## src/rtl/shadow_arb_pkg.sv

```systemverilog
// Purpose: shared op encoding and new-value helper for the shadow register bank arbiter.
// Latency: n/a (types and a pure combinational function only).
// Backpressure: n/a.
package shadow_arb_pkg;

    // Operations a requester can issue against one shadow register.
    typedef enum logic [1:0] {
        OP_WRITE = 2'd0,
        OP_SET   = 2'd1,
        OP_CLEAR = 2'd2,
        OP_READ  = 2'd3
    } op_e;

    // Widest register the helper handles; callers zero-extend and truncate around it.
    localparam int unsigned ShadowMaxWidth = 64;

    // Value the register must take after applying op to its current contents.
    // READ returns the old value so the result is harmless if it is ever observed.
    function automatic logic [ShadowMaxWidth-1:0] shadow_new_val(
        input op_e                       op,
        input logic [ShadowMaxWidth-1:0] old_val,
        input logic [ShadowMaxWidth-1:0] wdata
    );
        logic [ShadowMaxWidth-1:0] res;
        case (op)
            OP_WRITE: res = wdata;
            OP_SET:   res = old_val | wdata;
            OP_CLEAR: res = old_val & ~wdata;
            default:  res = old_val;
        endcase
        return res;
    endfunction

endpackage

```

## src/rtl/shadow_bank_arbiter_rr_arbiter.sv

```systemverilog
// Purpose: pick one requester (one-hot grant); round-robin with SHADOW_ARB_RR_EN, else fixed priority.
// Latency: grant is combinational from req_i; pointer moves on the clock after advance_i.
// Backpressure: caller masks req_i when it cannot accept; no grant is produced for an all-zero request.
module rr_arbiter #(
    parameter int NumReq = 2
) (
    input  logic              clk,
    input  logic              rst,
    input  logic [NumReq-1:0] req_i,
    input  logic              advance_i,
    output logic [NumReq-1:0] gnt_o
);

    localparam int PtrW = (NumReq > 1) ? $clog2(NumReq) : 1;

`ifdef SHADOW_ARB_RR_EN
    logic [PtrW-1:0] ptr_q;
    logic [PtrW-1:0] ptr_d;
    logic            found;

    // Search from the pointer upward, then wrap to the indices below it.
    always_comb begin
        gnt_o = '0;
        ptr_d = ptr_q;
        found = 1'b0;
        for (int i = 0; i < NumReq; i++) begin
            if (!found && req_i[i] && (i >= int'(ptr_q))) begin
                gnt_o[i] = 1'b1;
                found    = 1'b1;
                ptr_d    = (i == NumReq - 1) ? '0 : PtrW'(i + 1);
            end
        end
        for (int i = 0; i < NumReq; i++) begin
            if (!found && req_i[i] && (i < int'(ptr_q))) begin
                gnt_o[i] = 1'b1;
                found    = 1'b1;
                ptr_d    = (i == NumReq - 1) ? '0 : PtrW'(i + 1);
            end
        end
    end

    // Pointer moves past the winner only when a grant is actually taken.
    always_ff @(posedge clk or posedge rst) begin
        if (rst) begin
            ptr_q <= '0;
        end else if (advance_i) begin
            ptr_q <= ptr_d;
        end
    end
`else
    logic found;
    logic unused_rr;

    assign unused_rr = clk ^ rst ^ advance_i;

    // Fixed priority: the lowest requesting index wins.
    always_comb begin
        gnt_o = '0;
        found = 1'b0;
        for (int i = 0; i < NumReq; i++) begin
            if (!found && req_i[i]) begin
                gnt_o[i] = 1'b1;
                found    = 1'b1;
            end
        end
    end
`endif

endmodule

```

## src/rtl/shadow_bank_arbiter.sv

```systemverilog
// Purpose: arbitrate write/set/clear/read requests onto a shadow register bank (SHADOW_ARB_RR_EN selects round-robin).
// Latency: accept in cycle N -> rsp_valid in N+1; register strobe fires in the cycle the response is taken.
// Backpressure: single-entry response stage; req_ready drops while the stage is held by rsp_ready=0.
module shadow_bank_arbiter
    import shadow_arb_pkg::*;
#(
    parameter int NumRegs   = 4,
    parameter int Width     = 32,
    parameter int NumReq    = 2,
    parameter int AddrWidth = 4,
    localparam int IdW      = (NumReq > 1) ? $clog2(NumReq) : 1
) (
    input  logic                        clk,
    input  logic                        rst,
    input  logic [NumReq-1:0]           req_valid,
    output logic [NumReq-1:0]           req_ready,
    input  logic [NumReq*AddrWidth-1:0] req_addr,
    input  logic [NumReq*2-1:0]         req_op,
    input  logic [NumReq*Width-1:0]     req_wdata,
    output logic                        rsp_valid,
    input  logic                        rsp_ready,
    output logic [IdW-1:0]              rsp_id,
    output logic [Width-1:0]            rsp_rdata,
    output logic                        rsp_err,
    input  logic [NumRegs*Width-1:0]    reg_out,
    output logic [NumRegs-1:0]          reg_write,
    output logic [Width-1:0]            reg_in
);

    // Response stage: one request in flight.
    logic                 vld_q;
    logic [IdW-1:0]       id_q;
    logic [AddrWidth-1:0] addr_q;
    op_e                  op_q;
    logic [Width-1:0]     wdata_q;
    logic                 err_q;

    logic                 fire;
    logic                 stage_free;
    logic                 any_gnt;
    logic [NumReq-1:0]    arb_req;
    logic [NumReq-1:0]    gnt;

    logic [IdW-1:0]       id_d;
    logic [AddrWidth-1:0] addr_d;
    op_e                  op_d;
    logic [Width-1:0]     wdata_d;
    logic                 err_d;

    logic [Width-1:0]     old_val;
    logic [Width-1:0]     new_val;
    logic                 do_write;

    assign fire       = vld_q & rsp_ready;
    assign stage_free = ~vld_q | rsp_ready;
    // Nothing is offered while reset holds the stage empty.
    assign arb_req    = req_valid & {NumReq{stage_free & ~rst}};
    assign any_gnt    = |gnt;
    assign req_ready  = gnt;

    rr_arbiter #(
        .NumReq (NumReq)
    ) u_arb (
        .clk       (clk),
        .rst       (rst),
        .req_i     (arb_req),
        .advance_i (any_gnt),
        .gnt_o     (gnt)
    );

    // Mux the granted requester's fields into the stage's next-state inputs.
    always_comb begin
        id_d    = '0;
        addr_d  = '0;
        op_d    = OP_WRITE;
        wdata_d = '0;
        for (int i = 0; i < NumReq; i++) begin
            if (gnt[i]) begin
                id_d    = IdW'(i);
                addr_d  = req_addr[i*AddrWidth +: AddrWidth];
                op_d    = op_e'(req_op[i*2 +: 2]);
                wdata_d = req_wdata[i*Width +: Width];
            end
        end
        err_d = (32'(addr_d) >= 32'(NumRegs));
    end

    // Load on grant (which can coincide with the previous entry firing), empty on a bare fire.
    always_ff @(posedge clk or posedge rst) begin
        if (rst) begin
            vld_q   <= 1'b0;
            id_q    <= '0;
            addr_q  <= '0;
            op_q    <= OP_WRITE;
            wdata_q <= '0;
            err_q   <= 1'b0;
        end else if (any_gnt) begin
            vld_q   <= 1'b1;
            id_q    <= id_d;
            addr_q  <= addr_d;
            op_q    <= op_d;
            wdata_q <= wdata_d;
            err_q   <= err_d;
        end else if (fire) begin
            vld_q   <= 1'b0;
        end
    end

    // Current contents of the addressed register; the bank only changes on our own strobe.
    always_comb begin
        old_val = '0;
        for (int i = 0; i < NumRegs; i++) begin
            if (addr_q == AddrWidth'(i)) begin
                old_val = reg_out[i*Width +: Width];
            end
        end
    end

    assign new_val  = Width'(shadow_new_val(op_q, ShadowMaxWidth'(old_val),
                                            ShadowMaxWidth'(wdata_q)));
    assign do_write = fire & ~err_q & (op_q != OP_READ);

    // One-hot strobe, only in the cycle the response is consumed.
    always_comb begin
        reg_write = '0;
        for (int i = 0; i < NumRegs; i++) begin
            reg_write[i] = do_write && (addr_q == AddrWidth'(i));
        end
    end

    assign reg_in    = (fire & ~err_q) ? new_val : '0;
    assign rsp_valid = vld_q;
    assign rsp_id    = id_q;
    assign rsp_err   = err_q;
    assign rsp_rdata = (vld_q & ~err_q) ? old_val : '0;

endmodule

```

## config.mk

```make
export PLATFORM = sky130hd
export DESIGN_NAME = shadow_bank_arbiter
export DESIGN_NICKNAME = d
export VERILOG_FILES = /design/src/rtl/shadow_arb_pkg.sv /design/src/rtl/shadow_bank_arbiter_rr_arbiter.sv /design/src/rtl/shadow_bank_arbiter.sv
export SDC_FILE = /design/constraint.sdc
export NUM_CORES = 1
export LEC_CHECK = 0
export CELL_PAD_IN_SITES_DETAIL_PLACEMENT = 0
export CELL_PAD_IN_SITES_GLOBAL_PLACEMENT = 1
export CORE_MARGIN = 3
export CORE_UTILIZATION = 26
export DETAILED_ROUTE_END_ITERATION = 8
export GPL_TIMING_DRIVEN = 0
export HOLD_SLACK_MARGIN = 0.03
export PLACE_DENSITY_LB_ADDON = 0.1
export SLEW_MARGIN = 25
export SYNTH_ARGS = -nofsm -noshare
export SYNTH_HDL_FRONTEND = slang
export SYNTH_HIERARCHICAL = 1
export SYNTH_SLANG_ARGS = --single-unit
```

## constraint.sdc

```tcl
create_clock -name clk -period 4.5 [get_ports clk]
set_input_delay 0.45 -clock clk [delete_from_list [all_inputs] [get_ports clk]]
set_output_delay 0.45 -clock clk [all_outputs]
set_load 0.005 [all_outputs]
```

### Yosys cells after proc, flatten, opt, wreduce, memory -nomap -nowiden

Index checks and enable logic that the tools add are counted.

* flip-flop bits (word level): 41
* logic and storage cells: 54
* output and inout port bits: 73

* mux-type cells: 18
* reduce and logical (&&, ||, !) cells: 10
* bitwise gates (word level): 13
* equality and inequality tests: 6
* magnitude comparators: 1

Operator list (count)
* $mux W32: 8
* $pmux W32 S3: 1
* $and A32 B32 Y32: 1
* $not A32 Y32: 1
* $or A32 B32 Y32: 1
* $eq A4 B2 Y1 const B: 2
* $mux W4: 2
* $and A1 B1 Y1: 5
* $logic_and A1 B1 Y1: 5
* $mux W1: 5
* $eq A4 B1 Y1 const B: 1
* $ge A4 B3 Y1 const B: 1
* $logic_not A4 Y1: 1
* $mux W2: 2
* $not A1 Y1: 3
* $and A2 B2 Y2: 1
* $eq A2 B1 Y1 const B: 1
* $eq A2 B2 Y1 const B: 1
* $logic_not A2 Y1: 1
* $ne A2 B2 Y1 const B: 1
* $reduce_bool A2 Y1: 1
* $reduce_or A2 Y1: 1
* $logic_not A1 Y1: 1
* $or A1 B1 Y1: 1

### Depth between registers and ports, before layout

Gate-level depths: netlist of the first run.

* depth after elaboration: 10
* mapped depth: 9
* gate-level depth less buffers: 6

### Cells and area by module

The synthesis of the first run kept the hierarchy.

Modules (own cells, without submodules)
* shadow_bank_arbiter: cells each 498, seq. area each 1026.0 µm², area an instance 4066.4 µm², instances 1
* rr_arbiter: cells each 2, seq. area each 0.0 µm², area an instance 21.3 µm², instances 1

### Worst setup path after synthesis of the first run

OpenSTA, ideal clock, no wires.

* kind: register -> output
* start point: register addr_q[3]
* end point: output port reg_in[10]
* path buffers: 2
* cell stages (with the launch flop): 6
* arrival time: 1.495 ns
* path slack: 2.555 ns
* required time: 4.050 ns
* cell sequence: dfrtp_1 or3_1 buf_6 buf_8 o22a_2 o31ai_2

* longest elaborated chain between the ends: 8

RTL lines
* start: declaration: line shadow_bank_arbiter.sv:33 `logic [AddrWidth-1:0] addr_q;`
* start signal: assignment: line shadow_bank_arbiter.sv:100 `addr_q <= addr_d;`
* $logic_not A4 Y1: line shadow_bank_arbiter.sv:113 `if (addr_q == AddrWidth'(i)) begin`
* $mux W32 (3 in series): line shadow_bank_arbiter.sv:113
* $mux W32 (*): line shadow_bank_arbiter.sv:113
* $and A32 B32 Y32 / $or A32 B32 Y32 (equally long branches): line shadow_arb_pkg.sv:28, shadow_arb_pkg.sv:27
* $pmux W32 S3 (*): line shadow_arb_pkg.sv:25 `case (op)`
* $mux W32 (*): line shadow_bank_arbiter.sv:131 `assign reg_in = (fire & ~err_q) ? new_val : '0;`
* end: declaration: line shadow_bank_arbiter.sv:27 `output logic [Width-1:0] reg_in`

Mark *: on every way between the ends. The rest lies on a longest branch, timed or not.

### Final worst setup path of the first run

* start point: register addr_q[0]
* end point: output port reg_in[21]

The elaborated chain is that of the path after synthesis.

==> run_results.csv, run 1 <==
group,metric,value,unit
global_route,grt_pass1_wl,29.8,mm
synth,synth_cell_types,32,
critical_path,reg2reg_to,"wdata_q[10]",
cells_and_area,area_delta_synth_final,79.3,%
floorplanning,ios,282,
floorplanning,dieWidth,131,um
synth,synth-edff-count,0,
critical_path,start_kind,"flip-flop",
clock_network,cts_root_buf,"clkbuf_16",
sta,tightest_slew,0.610,ns
worst_hold_path,min_path_cells,1,
sta,finalCritPeriodShare,69.4,%
job,maxCapViolations,0,
drt,post_drt_wl_per_cell,19.1,um
sta,setup_violations,0,
floorplanning,num_rows,45,
sta,tns,0,ns
synth,yosys-top-cells-count,"91 x mux2i_1, 51 x nand2_1, 51 x o21ai_0",
floorplanning,initial_core_util,26.7,%
critical_path,r2r_cells,9,
cells_and_area,drive_gt1_share,10.4,%
synth,ys_seq_area_share,25.1,%
cells_and_area,multiInputGateArea,2710,um^2
clock_network,htree_num_levels,2,
power,p_leak,2.77,nW
synth,ys.flop_type,"dfrtp_1",
clock_network,cts_buffers,5,
clock_network,postCtsSetupRepairBufs,0,
worst_hold_path,hold_path.class,"flip-flop to flip-flop",
global_route,antenna_found_initial,0,
synth,syn-num-nets,709,
clock_network,cts.sinks,41,
global_route,grt_pass1_vias,5047,
cells_and_area,nets,998,
synth,avgSynthCellArea,8.18,um^2
sta,worst_slack,1.38,ns
synth,synthArstFlopShare,100,%
critical_path,regToRegSetupSlack,2.12,ns
drt,firstDrtPassIters,4,
cells_and_area,nFillCells,1530,
synth,netlist_top_cells_area,"dfrtp_1 25%, mux2i_1 22%, o31ai_2 8.3%, o21ai_0 6.2%, o22a_2 5.1%",
sta,relSlewSlack,59.3,%
synth,synth_most_common_cell,"mux2i_1",
clock_network,cts_tree,"done",
critical_path,rr_startpoint,"rsp_valid",
critical_path,worst_ep_required_time,4.05,ns
sta,rsz0062_at_grt,"false",
synth,syn_area,4090,um^2
worst_hold_path,min_to,"rsp_id",
drt,drt_iter0_drc,229,
sta,final-hold-violation-count,0,
global_route,grt_max_degree,22,
sta,period_needed,3.12,ns
worst_hold_path,hp-start,"rsp_id",
place,dpl_worst_slack,1.35,ns
sta,fin_worst_skew,0.00263,ns
drt,vias,4729,
drt,vias_per_cell,4.72,
clock_network,path_clk_slew,0.05,ns
clock_network,cts_hold_buffers,0,
power,ir_drop,0.193,mV
global_route,track_usage,21.6,%
drt,ant_nets,0,
drt,drt_wl_total,19.1,mm
clock_network,cts_resized,0,
sta,drv_slew,0,
synth,yosys_warnings,6,
status,outcome,"finished, final reports clean",
critical_path,endpoint_kind,"output port",
place,dp.cells,993,
clock_network,cts_buffer_depth,2,
floorplanning,die_area,17300,um^2
sta,timing.fmax,0.320,GHz
cells_and_area,finalCoreUtilization,47.9,%
critical_path,cp.arrival,2.67,ns
place,place_hpwl,16.2,mm
floorplanning,core-area,15300,um^2
cells_and_area,n_antenna_cell,0,
power,p_per_area,267,nW/um^2
critical_path,critPathMaxFanout,10,
global_route,grt_overflow,0,
synth,ys_ff_latch,41,
synth,synth_top_area_share,25.1,%
place,numPortBuffers,281,
clock_network,clk_latency,0.28,ns
drt,drc,0,
synth,synth_area_leader_cell,"dfrtp_1",
cells_and_area,finalNonFillerCells,1001,
synth,syn_inst,500,
cells_and_area,seq_area,1030,um^2
critical_path,worst-setup-path-type,"flip-flop to output port",
floorplanning,die_h,131,um
place,gp_congestion,0.878,
[worst max-delay path by stage]
stage,start,to,slack (ns),cells after the start
final,addr_q[0],reg_in[21],1.38,7
after CTS,rsp_ready,reg_in[11],1.34,6
after global placement,rsp_ready,reg_in[11],1.38,6
after global routing,rsp_ready,reg_in[11],1.18,6
after floorplan,addr_q[3],reg_in[10],2.55,5
after detailed placement,rsp_ready,reg_in[11],1.35,6
[per-layer routing]
metal / vias up / track usage (%) / part of all wire, %
li1: 2355 / - / -
met1: 2175 / 28.1 / 45
met2: 187 / 36.5 / 47
met3: 12 / 5.59 / 6.7
met4: 0 / 3.91 / 1.2
met5: - / 0 / 0
[stage by stage]
step / hold slack [ns] / total power, W / instance area, um^2
after floorplan: 0.474 / 0.00110 / 4090
final: 0.494 / 0.00196 / 7330
after CTS: 0.497 / 0.00198 / 7330
after global routing: 0.537 / 0.00210 / 7330
after detailed placement: 0.479 / 0.00163 / 7190
after global placement: 0.474 / 0.00162 / 7160
[power breakdown]
| group | switching, W | internal, W | total (W) |
|---|---|---|---|
| sequential | 0.0000693 | 0.000448 | 0.000517 |
| clock | 0.000132 | 0.000206 | 0.000338 |
| combinational | 0.000539 | 0.000564 | 0.00110 |
[cells by family after synthesis]
family | after synthesis | share of synthesized area, %
mux | 91 | 22.3
buf+inv | 73 | 8.54
flops | 41 | 25.1
simple gates | 156 | 18.1
compound gates | 139 | 26.0
[cell usage in the layout, fill, tap and decap left out, drive strengths merged, types with 23 or more instances in the layout]
cell type      count
nor2              46
clkbuf            34
clkdlybuf4s50    281
inv               23
buf               25
nand2             51
mux2i             91
dfrtp             41
o31ai             32
o22a              32
o21ai             51
[worst max-delay path: stages, from the launching register on]
cell             delay (ns)
dfrtp_1                0.31
buf_2                  0.18
buf_4                  0.23
buf_1                  0.50
nor2_1                 0.11
o22a_1                 0.26
o31ai_2                0.25
clkdlybuf4s50_1        0.54
[final cells by class]
class	count	share of cell area [%]
Tap cell	211	3.60
Timing Repair Buffer	282	38.8
Buffer	50	3.59
Multi-Input combinational cell	386	37.0
Clock buffer	8	1.86
Sequential cell	41	14.0
Inverter	23	1.18
[registers in the layout (all words and copies together), names as in the netlist]
name / count
rsp_err: 1
rsp_id: 1
op_q: 2
addr_q: 4
wdata_q: 32
rsp_valid: 1
Power figures use the tool's default switching activity.
==> run 2, diff against run 1 <==
--- a/config.mk
+++ b/config.mk
@@ -8,7 +8,7 @@
 export CELL_PAD_IN_SITES_DETAIL_PLACEMENT = 0
 export CELL_PAD_IN_SITES_GLOBAL_PLACEMENT = 1
 export CORE_MARGIN = 3
-export CORE_UTILIZATION = 26
+export CORE_UTILIZATION = 22
 export DETAILED_ROUTE_END_ITERATION = 8
 export GPL_TIMING_DRIVEN = 0
 export HOLD_SLACK_MARGIN = 0.03
==> constraint.sdc (replaced) <==
create_clock -name clk -period 2.8 [get_ports clk]
set_input_delay 0.28 -clock clk [delete_from_list [all_inputs] [get_ports clk]]
set_output_delay 0.28 -clock clk [all_outputs]
set_load 0.005 [all_outputs]
==> run_results.csv, run 2 (synthesized netlist as in run 1, its figures left out) <==
group,metric,value,unit
status,outcome,"finished, final reports clean",
clock_network,cts_buffers,5,
global_route,grt_max_degree,23,
global_route,grt.busiest_layer,"met2",
sta,timing.fmax,0.367,GHz
clock_network,cts.sinks,41,
global_route,grt_overflow,0,
cells_and_area,final_common_cell,"clkdlybuf4s50_1",
critical_path,r2r_cells,9,
critical_path,startpoint,"addr_q[3]",
job,maxCapViolations,0,
clock_network,htree_num_levels,2,
power,ir_drop,0.285,mV
worst_hold_path,hold_path.class,"input port to asynchronous set/reset pin",
global_route,gr-usage-met1,24.8,%
sta,worst_slack,0.0782,ns
sta,tns,0,ns
clock_network,clk_latency,0.28,ns
cells_and_area,nets,999,
sta,fin_worst_skew,0.00154,ns
floorplanning,die_area,20300,um^2
critical_path,cp.arrival,2.44,ns
drt,drt_wl_total,19.6,mm
floorplanning,ios,282,
critical_path,rr_startpoint,"rsp_valid",
clock_network,path_clk_slew,0.06,ns
cells_and_area,largest_register,"wdata_q",
power,switching_power,0.00122,W
power,seq_power_share,25.0,%
sta,tightest_slew,0.612,ns
place,place_hpwl,16.6,mm
critical_path,start_kind,"flip-flop",
clock_network,cts_root_buf,"clkbuf_16",
drt,drt_iter0_drc,207,
drt,vias_per_cell,4.65,
power,clkPwrFrac,22.0,%
clock_network,cts_tree,"done",
global_route,antenna_found_initial,0,
critical_path,reg2reg_to,"wdata_q[9]",
cells_and_area,area_delta_synth_final,82.5,%
sta,drv_slew,0,
clock_network,cts_hold_buffers,0,
cells_and_area,largest_reg_flops,32,
place,numPortBuffers,281,
sta,period_needed,2.72,ns
cells_and_area,mostFrequentLayoutCells,"250 x clkdlybuf4s50_1, 91 x mux2i_1, 51 x nand2_1, 51 x o21ai_0, 46 x nor2_1",
floorplanning,initial_core_util,22.6,%
floorplanning,die_h,142,um
place,dp.cells,1011,
critical_path,worst_ep_required_time,2.52,ns
clock_network,cts_buffer_depth,2,
cells_and_area,drive_gt1_share,11.9,%
global_route,grt_pass1_wl,28.9,mm
drt,ant_nets,0,
sta,rsz0062_at_grt,"false",
power,p_per_area,449,nW/um^2
critical_path,endpoint_kind,"output port",
place,gp_congestion,0.875,
drt,post_drt_wl_per_cell,19.3,um
global_route,met2_usage,30.9,%
power,combPwrFrac,53.0,%
floorplanning,num_rows,49,
critical_path,critPathMaxFanout,10,
sta,relSlewSlack,59.2,%
global_route,met3_usage,4.03,%
cells_and_area,finalCoreUtilization,41.2,%
sta,finalCritPeriodShare,97.2,%
place,dpl_worst_slack,0.00234,ns
power,p_leak,3.11,nW
drt,drc,0,
power,swShare,36.5,%
drt,vias,4746,
cells_and_area,n_antenna_cell,0,
sta,setup_violations,0,
cells_and_area,finalNonFillerCells,1020,
floorplanning,core-area,18100,um^2
sta,final-hold-violation-count,0,
drt,firstDrtPassIters,4,
critical_path,worst-setup-path-type,"flip-flop to output port",
floorplanning,dieWidth,142,um
critical_path,regToRegSetupSlack,0.46,ns
power,power,0.00335,W
power,p_int,0.00213,W
global_route,grt_pass1_vias,4877,
cells_and_area,reg_top3,"wdata_q: 32 flops, addr_q: 4 flops, op_q: 2 flops",
global_route,track_usage,18.3,%
[run 2: how the worst max path moves through the flow]
stage	slack, ns	end
floorplan	0.97	wdata_q[10]
global placement	0.005	reg_in[0]
detailed placement	0.002	reg_in[0]
CTS	0.0005	reg_in[0]
global route	0.003	rsp_rdata[7]
finish	0.08	rsp_rdata[7]
[run 2: timing repair]
item / CTS / global route
setup endpoints to repair: 30 / 17
pin swaps: 1 / 1
endpoints found under the hold margin: 0 / 0
gates resized for setup: 25 / 18
setup buffers: 0 / 1
[run 2: final cells by class]
| cell class | instances | area [um^2] |
|---|---|---|
| multi-input cells | 386 | 2750 |
| inverters | 23 | 86.3 |
| clock buffers | 5 | 125 |
| well taps | 229 | 287 |
| flip-flops and latches | 41 | 1030 |
| fillers | 1837 | 10600 |
| repair buffers | 283 | 2850 |
| clock inverters | 3 | 65.1 |
| plain buffers | 50 | 269 |
[run 2: power groups by stage]
stage,logic [W],registers [W],clock network [W]
after global routing,0.00195,0.000856,0.000781
final,0.00178,0.000838,0.000738
after global placement,0.00177,0.000845,0
after detailed placement,0.00179,0.000846,0
after CTS,0.00179,0.000836,0.000763
after floorplan,0.000982,0.000790,0
[run 2: metrics by stage]
stage	hold slack, ns	cell area, um^2
after global routing	0.437	7460
final	0.374	7460
after detailed placement	0.496	7210
after floorplan	0.401	4090
after global placement	0.475	7190
after CTS	0.382	7400
[run 2: worst max-delay path: stages, from the launching register on]
cell and delay (ns):
dfrtp_1 0.41, or3b_1 0.43, buf_4 0.19, buf_2 0.19, o22a_4 0.24, nor3_4 0.17
clkdlybuf4s50_1 0.54
[run 2: layer usage]
layer  wire length (um)  part of all wire [%]
met3               1490                   7.6
met5                  0                     0
met2               9240                    47
met4                116                  0.59
met1               8800                    45
==> run 3, diff against run 2 <==
--- a/config.mk
+++ b/config.mk
@@ -13,6 +13,7 @@
 export GPL_TIMING_DRIVEN = 0
 export HOLD_SLACK_MARGIN = 0.03
 export PLACE_DENSITY_LB_ADDON = 0.1
+export RECOVER_POWER = 50
 export SLEW_MARGIN = 25
 export SYNTH_ARGS = -nofsm -noshare
 export SYNTH_HDL_FRONTEND = slang
==> run_results.csv, run 3 (synthesized netlist as in run 1, its figures left out) <==
group,metric,value,unit
cells_and_area,reg_top3,"wdata_q: 32 flops, addr_q: 4 flops, op_q: 2 flops",
drt,post_drt_wl_per_cell,19.3,um
sta,drv_slew,0,
global_route,grt_pass1_vias,4877,
place,place_hpwl,16.6,mm
sta,timing.fmax,0.369,GHz
drt,drt_iter0_drc,195,
critical_path,reg2reg_to,"wdata_q[6]",
cells_and_area,largest_register,"wdata_q",
sta,period_needed,2.71,ns
power,ir_drop,0.284,mV
critical_path,critPathMaxFanout,10,
cells_and_area,mostFrequentLayoutCells,"244 x clkdlybuf4s50_1, 91 x mux2i_1, 51 x nand2_1, 51 x o21ai_0, 46 x nor2_1",
cells_and_area,area_delta_synth_final,81.8,%
drt,vias,4731,
global_route,grt_overflow,0,
clock_network,cts.sinks,41,
status,outcome,"finished, final reports clean",
clock_network,cts_tree,"done",
clock_network,path_clk_slew,0.06,ns
power,p_leak,3.08,nW
clock_network,clk_latency,0.28,ns
cells_and_area,final_common_cell,"clkdlybuf4s50_1",
global_route,track_usage,18.3,%
global_route,grt_max_degree,23,
floorplanning,ios,282,
sta,final-hold-violation-count,0,
drt,vias_per_cell,4.64,
critical_path,endpoint_kind,"output port",
critical_path,critPathSlowestCell,"clkdlybuf4s50_1",
sta,finalCritPeriodShare,96.9,%
critical_path,rr_startpoint,"rsp_valid",
drt,drt_wl_total,19.7,mm
global_route,antenna_found_initial,0,
clock_network,cts_root_buf,"clkbuf_16",
sta,setup_violations,0,
sta,tightest_slew,1.24,ns
floorplanning,initial_core_util,22.6,%
power,p_per_area,450,nW/um^2
clock_network,cts_buffers,5,
place,numPortBuffers,281,
critical_path,crit_chain,"or3b_1, buf_4, buf_2, o22a_4, nor3_4, clkdlybuf4s50_1",
floorplanning,die_area,20300,um^2
cells_and_area,drive_gt1_share,11.1,%
cells_and_area,nets,999,
drt,ant_nets,0,
sta,fin_worst_skew,0.00298,ns
drt,drc,0,
critical_path,regToRegSetupSlack,0.36,ns
floorplanning,core-area,18100,um^2
cells_and_area,nFillCells,1839,
sta,relSlewSlack,17.2,%
sta,whs,0.511,ns
sta,rsz0062_at_grt,"false",
clock_network,htree_num_levels,2,
critical_path,cp.arrival,2.43,ns
critical_path,start_kind,"flip-flop",
cells_and_area,n_antenna_cell,0,
floorplanning,num_rows,49,
floorplanning,dieWidth,142,um
floorplanning,die_h,142,um
place,gp_congestion,0.875,
critical_path,worst_ep_required_time,2.52,ns
clock_network,cts_buffer_depth,2,
critical_path,worst-setup-path-type,"flip-flop to output port",
drt,firstDrtPassIters,4,
critical_path,startpoint,"addr_q[3]",
cells_and_area,largest_reg_flops,32,
sta,tns,0,ns
critical_path,r2r_cells,8,
critical_path,slowest_delay,0.54,ns
global_route,grt_pass1_wl,28.9,mm
job,maxCapViolations,0,
critical_path,worstSetupEndpoint,"rsp_rdata[7]",
clock_network,cts_hold_buffers,0,
worst_hold_path,hold_path.class,"flip-flop to flip-flop",
## run 3: cell types whose count changed in the layout (fill, tap and decap cells not counted), sizes merged
cell / change
buf: -6
clkbuf: +6
clkdlybuf4s50: -6
dlygate4sd3: +6
## run 3: worst max-delay path, delay by kind of cell (launching register included)
family | cells | cell delay (ns)
DFF | 1 | 0.41
buffers and inverters | 3 | 0.92
AOI/OAI and AO/OA | 1 | 0.24
and+or+nand+nor | 2 | 0.59
## run 3: layer usage
layer / track usage (%) / routed length (um) / vias up
met3: 4.03 / 1470 / 6
li1: - / - / 2358
met5: 0 / 0 / -
met2: 30.9 / 9260 / 167
met1: 24.8 / 8810 / 2200
met4: 2.70 / 116 / 0
## run 3: layout make-up
cell class              count  area, um^2  area share [%]
well taps                 229         287            3.86
inverters                  23        86.3            1.16
repair buffers            283        2830            38.0
clock buffers               5         125            1.68
clock inverters             3        65.1           0.876
flip-flops and latches     41        1030            13.8
multi-input cells         386        2750            37.0
plain buffers              50         264            3.55
## run 3: what timing repair did
action | CTS | global route
setup endpoints to repair | 30 | 17
pin swaps | 1 | 1
gates resized for setup | 25 | 18
buffers inserted | 0 | 1
## run 3: worst min path at each step
stage | startpoint | endpoint | slack (ns) | cells after the start
finish | rsp_id | rsp_id | 0.51 | 1
global route | rsp_id | rsp_id | 0.53 | 1
CTS | rst | wdata_q[30] | 0.38 | 2
detailed placement | rsp_id | rsp_id | 0.50 | 1
global placement | rsp_id | rsp_id | 0.47 | 1
floorplan | req_addr[4] | addr_q[0] | 0.40 | 2
## run 3: power breakdown
part | internal (W) | switching, W | total, W
Sequential | 0.000719 | 0.000116 | 0.000836
Clock | 0.000509 | 0.000227 | 0.000736
Combinational | 0.000890 | 0.000878 | 0.00177
## run 3: metrics by stage
stage	area, um^2	power [W]	cells	util, %	setup slack, ns
floorplan	4090	0.00177	500	-	0.971
global placement	7190	0.00262	1010	39.7	0.00489
detailed placement	7210	0.00264	1011	39.9	0.00234
CTS	7400	0.00339	1019	40.9	0.000504
global route	7430	0.00357	1020	41.1	0.00284
finish	7430	0.00334	1020	41.1	0.0864
